<file path="config.mk">
export PLATFORM = sky130hd
export DESIGN_NAME = noc_credit_tx
export DESIGN_NICKNAME = d
export VERILOG_FILES = /design/src/rtl/noc_credit_tx.sv
export SDC_FILE = /design/constraint.sdc
export NUM_CORES = 1
export LEC_CHECK = 0
export BUFFER_PORTS_ARGS = -buffer_cell sky130_fd_sc_hd__buf_2
export CORE_MARGIN = 3
export CORE_UTILIZATION = 30
export DETAILED_ROUTE_END_ITERATION = 7
export HOLD_SLACK_MARGIN = 0.06
export PLACE_DENSITY_LB_ADDON = 0.1
export SLEW_MARGIN = 20
export SYNTH_ARGS = -nofsm -noshare
export SYNTH_HDL_FRONTEND = slang
export SYNTH_SLANG_ARGS = --single-unit
</file>
<file path="constraint.sdc">
create_clock -name clk -period 3 [get_ports clk]
set_input_delay 0.15 -clock clk [delete_from_list [all_inputs] [get_ports clk]]
set_output_delay 0.15 -clock clk [all_outputs]
set_load 0.01 [all_outputs]
</file>
<file path="src/rtl/noc_credit_tx.sv">
// Credit-based NoC link transmitter: stages source flits in a small FIFO and
// launches them onto a valid/data link only while downstream credits remain.
module noc_credit_tx #(
  parameter int DATA_W     = 16,
  parameter int CREDITS    = 4,
  parameter int FIFO_DEPTH = 4
) (
  input  logic                           clk,
  input  logic                           rst,
  input  logic                           src_valid_i,
  input  logic [DATA_W-1:0]              src_data_i,
  output logic                           src_ready_o,
  output logic                           valid_o,
  output logic [DATA_W-1:0]              data_o,
  input  logic                           credit_i,
  output logic [$clog2(CREDITS+1)-1:0]   credit_cnt_o,
  output logic                           credit_err_o
);

  localparam int CW = $clog2(CREDITS + 1);
  localparam int PW = $clog2(FIFO_DEPTH);
  localparam int OW = $clog2(FIFO_DEPTH + 1);
  localparam logic [CW-1:0] CNT_MAX = CW'(CREDITS);
  localparam logic [OW-1:0] OCC_MAX = OW'(FIFO_DEPTH);

  logic [DATA_W-1:0] mem [FIFO_DEPTH];
  logic [PW-1:0]     wr_ptr;
  logic [PW-1:0]     rd_ptr;
  logic [OW-1:0]     occ;
  logic [CW-1:0]     credit_cnt;
  logic              fifo_full;
  logic              fifo_empty;
  logic              push;
  logic              launch;

  // Source handshake: a flit transfers on any rising edge where src_valid_i
  // and src_ready_o are both high; src_ready_o depends only on FIFO fullness.
  assign fifo_full    = (occ == OCC_MAX);
  assign fifo_empty   = (occ == '0);
  assign src_ready_o  = !fifo_full;
  assign push         = src_valid_i && !fifo_full;
  assign launch       = !fifo_empty && (credit_cnt != '0);
  assign credit_cnt_o = credit_cnt;

  always_ff @(posedge clk) begin
    if (push) begin
      mem[wr_ptr] <= src_data_i;
    end
  end

  always_ff @(posedge clk or negedge rst) begin
    if (!rst) begin
      wr_ptr <= '0;
      rd_ptr <= '0;
      occ    <= '0;
    end else begin
      if (push) begin
        wr_ptr <= wr_ptr + PW'(1);
      end
      if (launch) begin
        rd_ptr <= rd_ptr + PW'(1);
      end
      case ({push, launch})
        2'b10:   occ <= occ + OW'(1);
        2'b01:   occ <= occ - OW'(1);
        default: occ <= occ;
      endcase
    end
  end

  // Link register: data_o keeps the last launched flit while valid_o is low.
  always_ff @(posedge clk or negedge rst) begin
    if (!rst) begin
      valid_o <= 1'b0;
      data_o  <= '0;
    end else begin
      valid_o <= launch;
      if (launch) begin
        data_o <= mem[rd_ptr];
      end
    end
  end

  // A return that would push the count past CREDITS is dropped and flagged.
  always_ff @(posedge clk or negedge rst) begin
    if (!rst) begin
      credit_cnt   <= CNT_MAX;
      credit_err_o <= 1'b0;
    end else if (launch && !credit_i) begin
      credit_cnt <= credit_cnt - CW'(1);
    end else if (!launch && credit_i) begin
      if (credit_cnt == CNT_MAX) begin
        credit_err_o <= 1'b1;
      end else begin
        credit_cnt <= credit_cnt + CW'(1);
      end
    end
  end

endmodule

</file>
# --- After elaboration in Yosys (flattened, before gate mapping) ---
# Memories as Yosys holds them, arrays and structs flattened. A register that Yosys moved wholly into a read port is not among the register bits.
# Index checks and enable logic that the tools add are counted.
classes:
  n_eq_ne: 5
  n_reduce_logical: 15
  mux: 6
  n_bitwise: 1
  n_addsub: 6
op_table:
  columns: ["operator", "count"]
  rows:
  - ["$mux W3", 3]
  - ["$add A3 B1 Y3 const B", 2]
  - ["$eq A3 B3 Y1 const B", 2]
  - ["$pmux W3 S2", 1]
  - ["$sub A3 B1 Y3 const B", 2]
  - ["$logic_not A1 Y1", 5]
  - ["$add A2 B1 Y2 const B", 2]
  - ["$logic_and A1 B1 Y1", 4]
  - ["$reduce_bool A2 Y1", 2]
  - ["$logic_not A3 Y1", 1]
  - ["$reduce_and A3 Y1", 1]
  - ["$reduce_bool A3 Y1", 1]
  - ["$eq A2 B1 Y1 const B", 1]
  - ["$eq A2 B2 Y1 const B", 1]
  - ["$mux W1", 2]
  - ["$ne A2 B2 Y1 const B", 1]
  - ["$reduce_and A2 Y1", 1]
  - ["$not A1 Y1", 1]
word_totals:
  ram_bits: 64
  memories: 1
  ff_bits: 12
  inputBits: 20
memory_table:
  columns: ["memory", "depth", "width", "read_ports", "rd_clocked_by_memory_dff", "write_ports", "line", "rtl"]
  rows:
  - ["mem", 4, 16, 1, 1, 1, "26", "logic [DATA_W-1:0] mem [FIFO_DEPTH];"]

# --- Longest topological paths before layout ---
depth:
  ltp_word: 7
  depth_mapped: 10
  ltp_nobuf: 9

# --- Worst setup path after synthesis ---
# Ideal clock, no wire load.
synth_timing:
  kind: "register -> register"
  startpoint: "register credit_cnt[2] (netlist: credit_cnt_o[2])"
  endpoint: "register credit_cnt[2] (netlist: credit_cnt_o[2])"
  required_ns: 2.912
  setup_time_ns: 0.088
  setup_slack_ns: 0.717
  arrival_ns: 2.195
  stages_incl_launch_ff: 10
  path_cell_list: "dfstp_2 o21a_1 buf_6 buf_12 ha_1 inv_1 fa_1 or2_2 o21ai_0 a31oi_1"
synth_between:
  elab_chain_len: 6
synth_rtl:
  columns: ["item", "line", "rtl"]
  rows:
  - ["from (decl)", "30", "logic [CW-1:0] credit_cnt;"]
  - ["from (signal assigned)", "90", "credit_cnt <= credit_cnt - CW'(1);"]
  - ["from (signal assigned)", "95", "credit_cnt <= credit_cnt + CW'(1);"]
  - ["$reduce_bool A3 Y1 (*)", "42", "assign launch = !fifo_empty && (credit_cnt != '0);"]
  - ["$logic_and A1 B1 Y1 (*)", "42", null]
  - ["named net launch", "34", "logic launch;"]
  - ["$logic_not A1 Y1", "91", "end else if (!launch && credit_i) begin"]
  - ["$logic_and A1 B1 Y1", "91", null]
  - ["$reduce_bool A2 Y1 (no line)", null, null]
  - ["$reduce_and A2 Y1 (no line)", null, null]
# The timed path passes the listed nets; every way through them passes the cells marked *. The select of a mux whose other input is x is not followed.
# A chain may end at the register's enable or synchronous reset.

# --- Worst setup path in the final report ---
layout_timing:
  startpoint: "register occ[0]"
  endpoint: "register occ[2]"
layout_between:
  elab_chain_len: 5
layout_rtl:
  columns: ["item", "line", "rtl"]
  rows:
  - ["from (decl)", "29", "logic [OW-1:0] occ;"]
  - ["from (signal assigned)", "64", "2'b10: occ <= occ + OW'(1);"]
  - ["from (signal assigned)", "65", "2'b01: occ <= occ - OW'(1);"]
  - ["$eq A3 B3 Y1 / $logic_not A3 Y1 (equally long branches)", "38, 39", null]
  - ["$logic_not A1 Y1, on equally long branches", "41, 42", null]
  - ["$logic_and A1 B1 Y1, on equally long branches", "41, 42", null]
  - ["$eq A2 B1 Y1 / $eq A2 B2 Y1 (equally long branches)", "63", "case ({push, launch})"]
  - ["$pmux W3 S2 / $reduce_bool A2 Y1 (equally long branches)", null, null]
# Several ways; a longest one is shown, not always the timed one.

==> impl_metrics.csv <==
group,metric,value,unit
status,status,"finished, final reports clean",
yosys,avgSynthCellArea,19.96,sq um
cells_and_area,diodes,0,
yosys,synth.top_cells.by_count,"64 x edfxtp_1, 27 x dfrtp_1, 16 x mux4_2",
global_routing,grt_max_degree,29,
power_and_ir_drop,leakage,0.001788,uW
global_routing,grt_pass1_vias,2026,
die,num_io_pins,42,
yosys,syn_inst,183,
yosys,synth_area_leaders,"edfxtp_1 53%, dfrtp_1 18%, mux4_2 9.9%",
power_and_ir_drop,p_clk_share,26.4,%
yosys,synth_cell_types,33,
flow_run,maxCapViolCount,0,
die,row_count,39,
routing,vias,1830,
power_and_ir_drop,swShare,29.39,%
sta,period_share,75.71,%
cells_and_area,drive_gt1_share,39.77,%
yosys,ys.flop_type,"edfxtp_1",
sta,finalSetupTns,0,ps
cells_and_area,area_growth,24.49,%
global_routing,overflow,0,
routing,drt_first_pass_iters,4,
clocking,cts_buffers,9,
clocking,clkSinkCount,92,
yosys,yosysMostFrequentCell,"edfxtp_1",
yosys,synth_area,3652,sq um
routing,wire_per_inst,17.41,um
critical_path,critPathRequiredTime,3260,ps
sta,hold_viol_final,0,
clocking,clockBufferDepth,2,
yosys,synth_edf_count,64,
critical_path,cp-end-kind,"flop",
die,start_util,31.32,%
yosys,yosysWarnings,0,
routing,drt_iter0_markers,40,
power_and_ir_drop,vdd_drop_max,359.4,uV
routing,via_per_inst,4.552,
power_and_ir_drop,pwr-share-comb,32.0,%
global_routing,antenna_found_initial,0,
die,dieHeight,116.3,um
clocking,tritoncts,"built",
routing,route.detailed.drc,0,
yosys,synth_seq_cells,92,
sta,setup_violations,0,
power_and_ir_drop,p_int,3442,uW
sta,skew,4.683,ps
power_and_ir_drop,p_seq_share,41.6,%
critical_path,start_kind,"flop",
critical_path,timing_worst_setup_path_type,"reg2reg",
sta,min_period,2271,ps
power_and_ir_drop,p_switching,1433,uW
placement,place.gp.congestion,0.7456,
placement,portBuffers,41,
sta,fmax,0.4403,GHz
global_routing,track_usage,11.73,%
clocking,clkSlewWorstSetupHoldPaths,70,ps
global_routing,grt_pass1_wl,11.47,mm
clocking,clockRootBuffer,"clkbuf_16",
power_and_ir_drop,power_density,1072,nW/um^2
placement,dp.final_hpwl,4.244,mm
critical_path,cp_max_fo,6,
hold_path,hold_path.class,"in2reg",
sta,drv_slew,0,
die,fp.dieW,116.3,um
yosys,syn_nets,212,
clocking,clock_latency,340,ps
yosys,synth_top_area_share,52.62,%
cells_and_area,layout.nets,283,
yosys,ys_seq_area_share,71.84,%
routing,routed_wl,6.997,mm
routing,postRouteAntennaNets,0,
yosys,synth_top_area_cell,"edfxtp_1",
critical_path,worstPathArrival,2530,ps
die,core,11660,sq um
yosys,ys_async_sr_fraction,30.43,%
cells_and_area,final_util,38.99,%
sta,rsz0062_at_grt,"false",
clocking,htree_levels,3,
die,dieArea,13530,sq um
sta,slew_headroom,40.17,%
sta,worstMarginPinSlew,897.5,ps
clocking,ctsResizeCount,0,
[flip-flops by register name (all words and copies together), names as in the netlist]
| name | cells |
|---|---|
| valid_o | 1 |
| credit_err_o | 1 |
| occ | 3 |
| data_o | 16 |
| credit_cnt_o | 3 |
| rd_ptr | 2 |
| wr_ptr | 2 |
| mem | 64 |
[repair_timing]
| item | CTS | global route |
|---|---|---|
| hold endpoints to repair | 91 | 0 |
| setup endpoints to repair | 0 | 0 |
| buffers inserted | 0 | 0 |
| hold buffers | 17 | 0 |
[critical path, stage by stage (launching register included)]
cell and delay [ps]:
dfrtp_1 410, or3b_1 460, and2_1 230, inv_1 70
ha_1 170, inv_1 60, fa_1 370, xor2_1 170
nor2_1 110, xor2_1 150
[cell type report]
class | instances | area, sq um
Clock buffer | 9 | 225.2
Inverter | 12 | 45.04
Multi-Input combinational cell | 73 | 924.6
Fill cell | 1084 | 7116
Timing Repair Buffer | 66 | 435.4
Clock inverter | 7 | 113.9
Tap cell | 143 | 178.9
Sequential cell | 92 | 2624
[metal layers]
metal	vias to the layer above	global-route usage [%]	part of all wire [%]
met5	-	0	0
met4	0	4.872	1.9
met3	11	2.850	3.0
met2	31	19.15	50
met1	941	15.03	45
li1	847	-	-
[placed cells by master (no fill, tap or decap), drive strengths merged]
master,count
a21o,1
a21oi,3
a311oi,1
a31o,1
a31oi,1
and2,1
and3,4
buf,49
bufinv,3
clkbuf,9
clkinv,3
dfrtp,27
dfstp,1
dlygate4sd3,17
edfxtp,64
fa,2
ha,7
inv,13
mux2,17
mux2i,1
mux4,16
nand2,1
nor2,2
o211a,1
o21a,1
o21ai,1
or2,2
or3,1
or3b,2
xnor2,3
xor2,4
[through the flow]
stage | hold slack (ps) | setup WS, ps | power [uW] | std cells | cell area (sq um)
3_3_place_gp | 260.3 | 783.6 | 3652 | 369 | 4038
3_5_place_dp | 277.0 | 729.0 | 3656 | 369 | 4038
4_1_cts | 219.7 | 702.7 | 4979 | 402 | 4547
2_1_floorplan | -145.6 | 717.3 | 3171 | 183 | 3652
6_report | 222.3 | 728.8 | 4874 | 402 | 4547
5_1_grt | 254.8 | 514.9 | 5215 | 402 | 4547
[final timing paths]
path / start / to / slack, ps / cells past startpoint
worst min register to register: credit_err_o / credit_err_o / 470 / 1
worst max register to register: occ[0] / occ[2] / 730 / 9
worst max-delay path: occ[0] / occ[2] / 730 / 9
min in group asynchronous: rst / data_o[6] / 420 / 2
worst min-delay path: credit_i / credit_err_o / 220 / 3
max in group asynchronous: rst / data_o[2] / 2100 / 2
[kinds of logic (layout without fill, tap and decap cells)]
group	after synthesis	count (layout)	synth area share, %
muxes	34	34	16.10
buffers and inverters	18	94	2.843
and+or+nand+nor	13	13	2.158
adders and majority gates	9	9	3.494
DFF	92	92	71.84
AOI/OAI and AO/OA	10	10	1.884
xor gates and xnor gates	7	7	1.679
[power by group through the flow]
stage | Clock [uW] | Sequential (uW) | Combinational, uW
2_1_floorplan | 0 | 1990 | 1180
3_3_place_gp | 0 | 2060 | 1590
3_5_place_dp | 0 | 2070 | 1590
4_1_cts | 1320 | 2050 | 1610
5_1_grt | 1380 | 2090 | 1750
6_report | 1290 | 2030 | 1560
No activity file was read; power rests on OpenSTA's default activity.
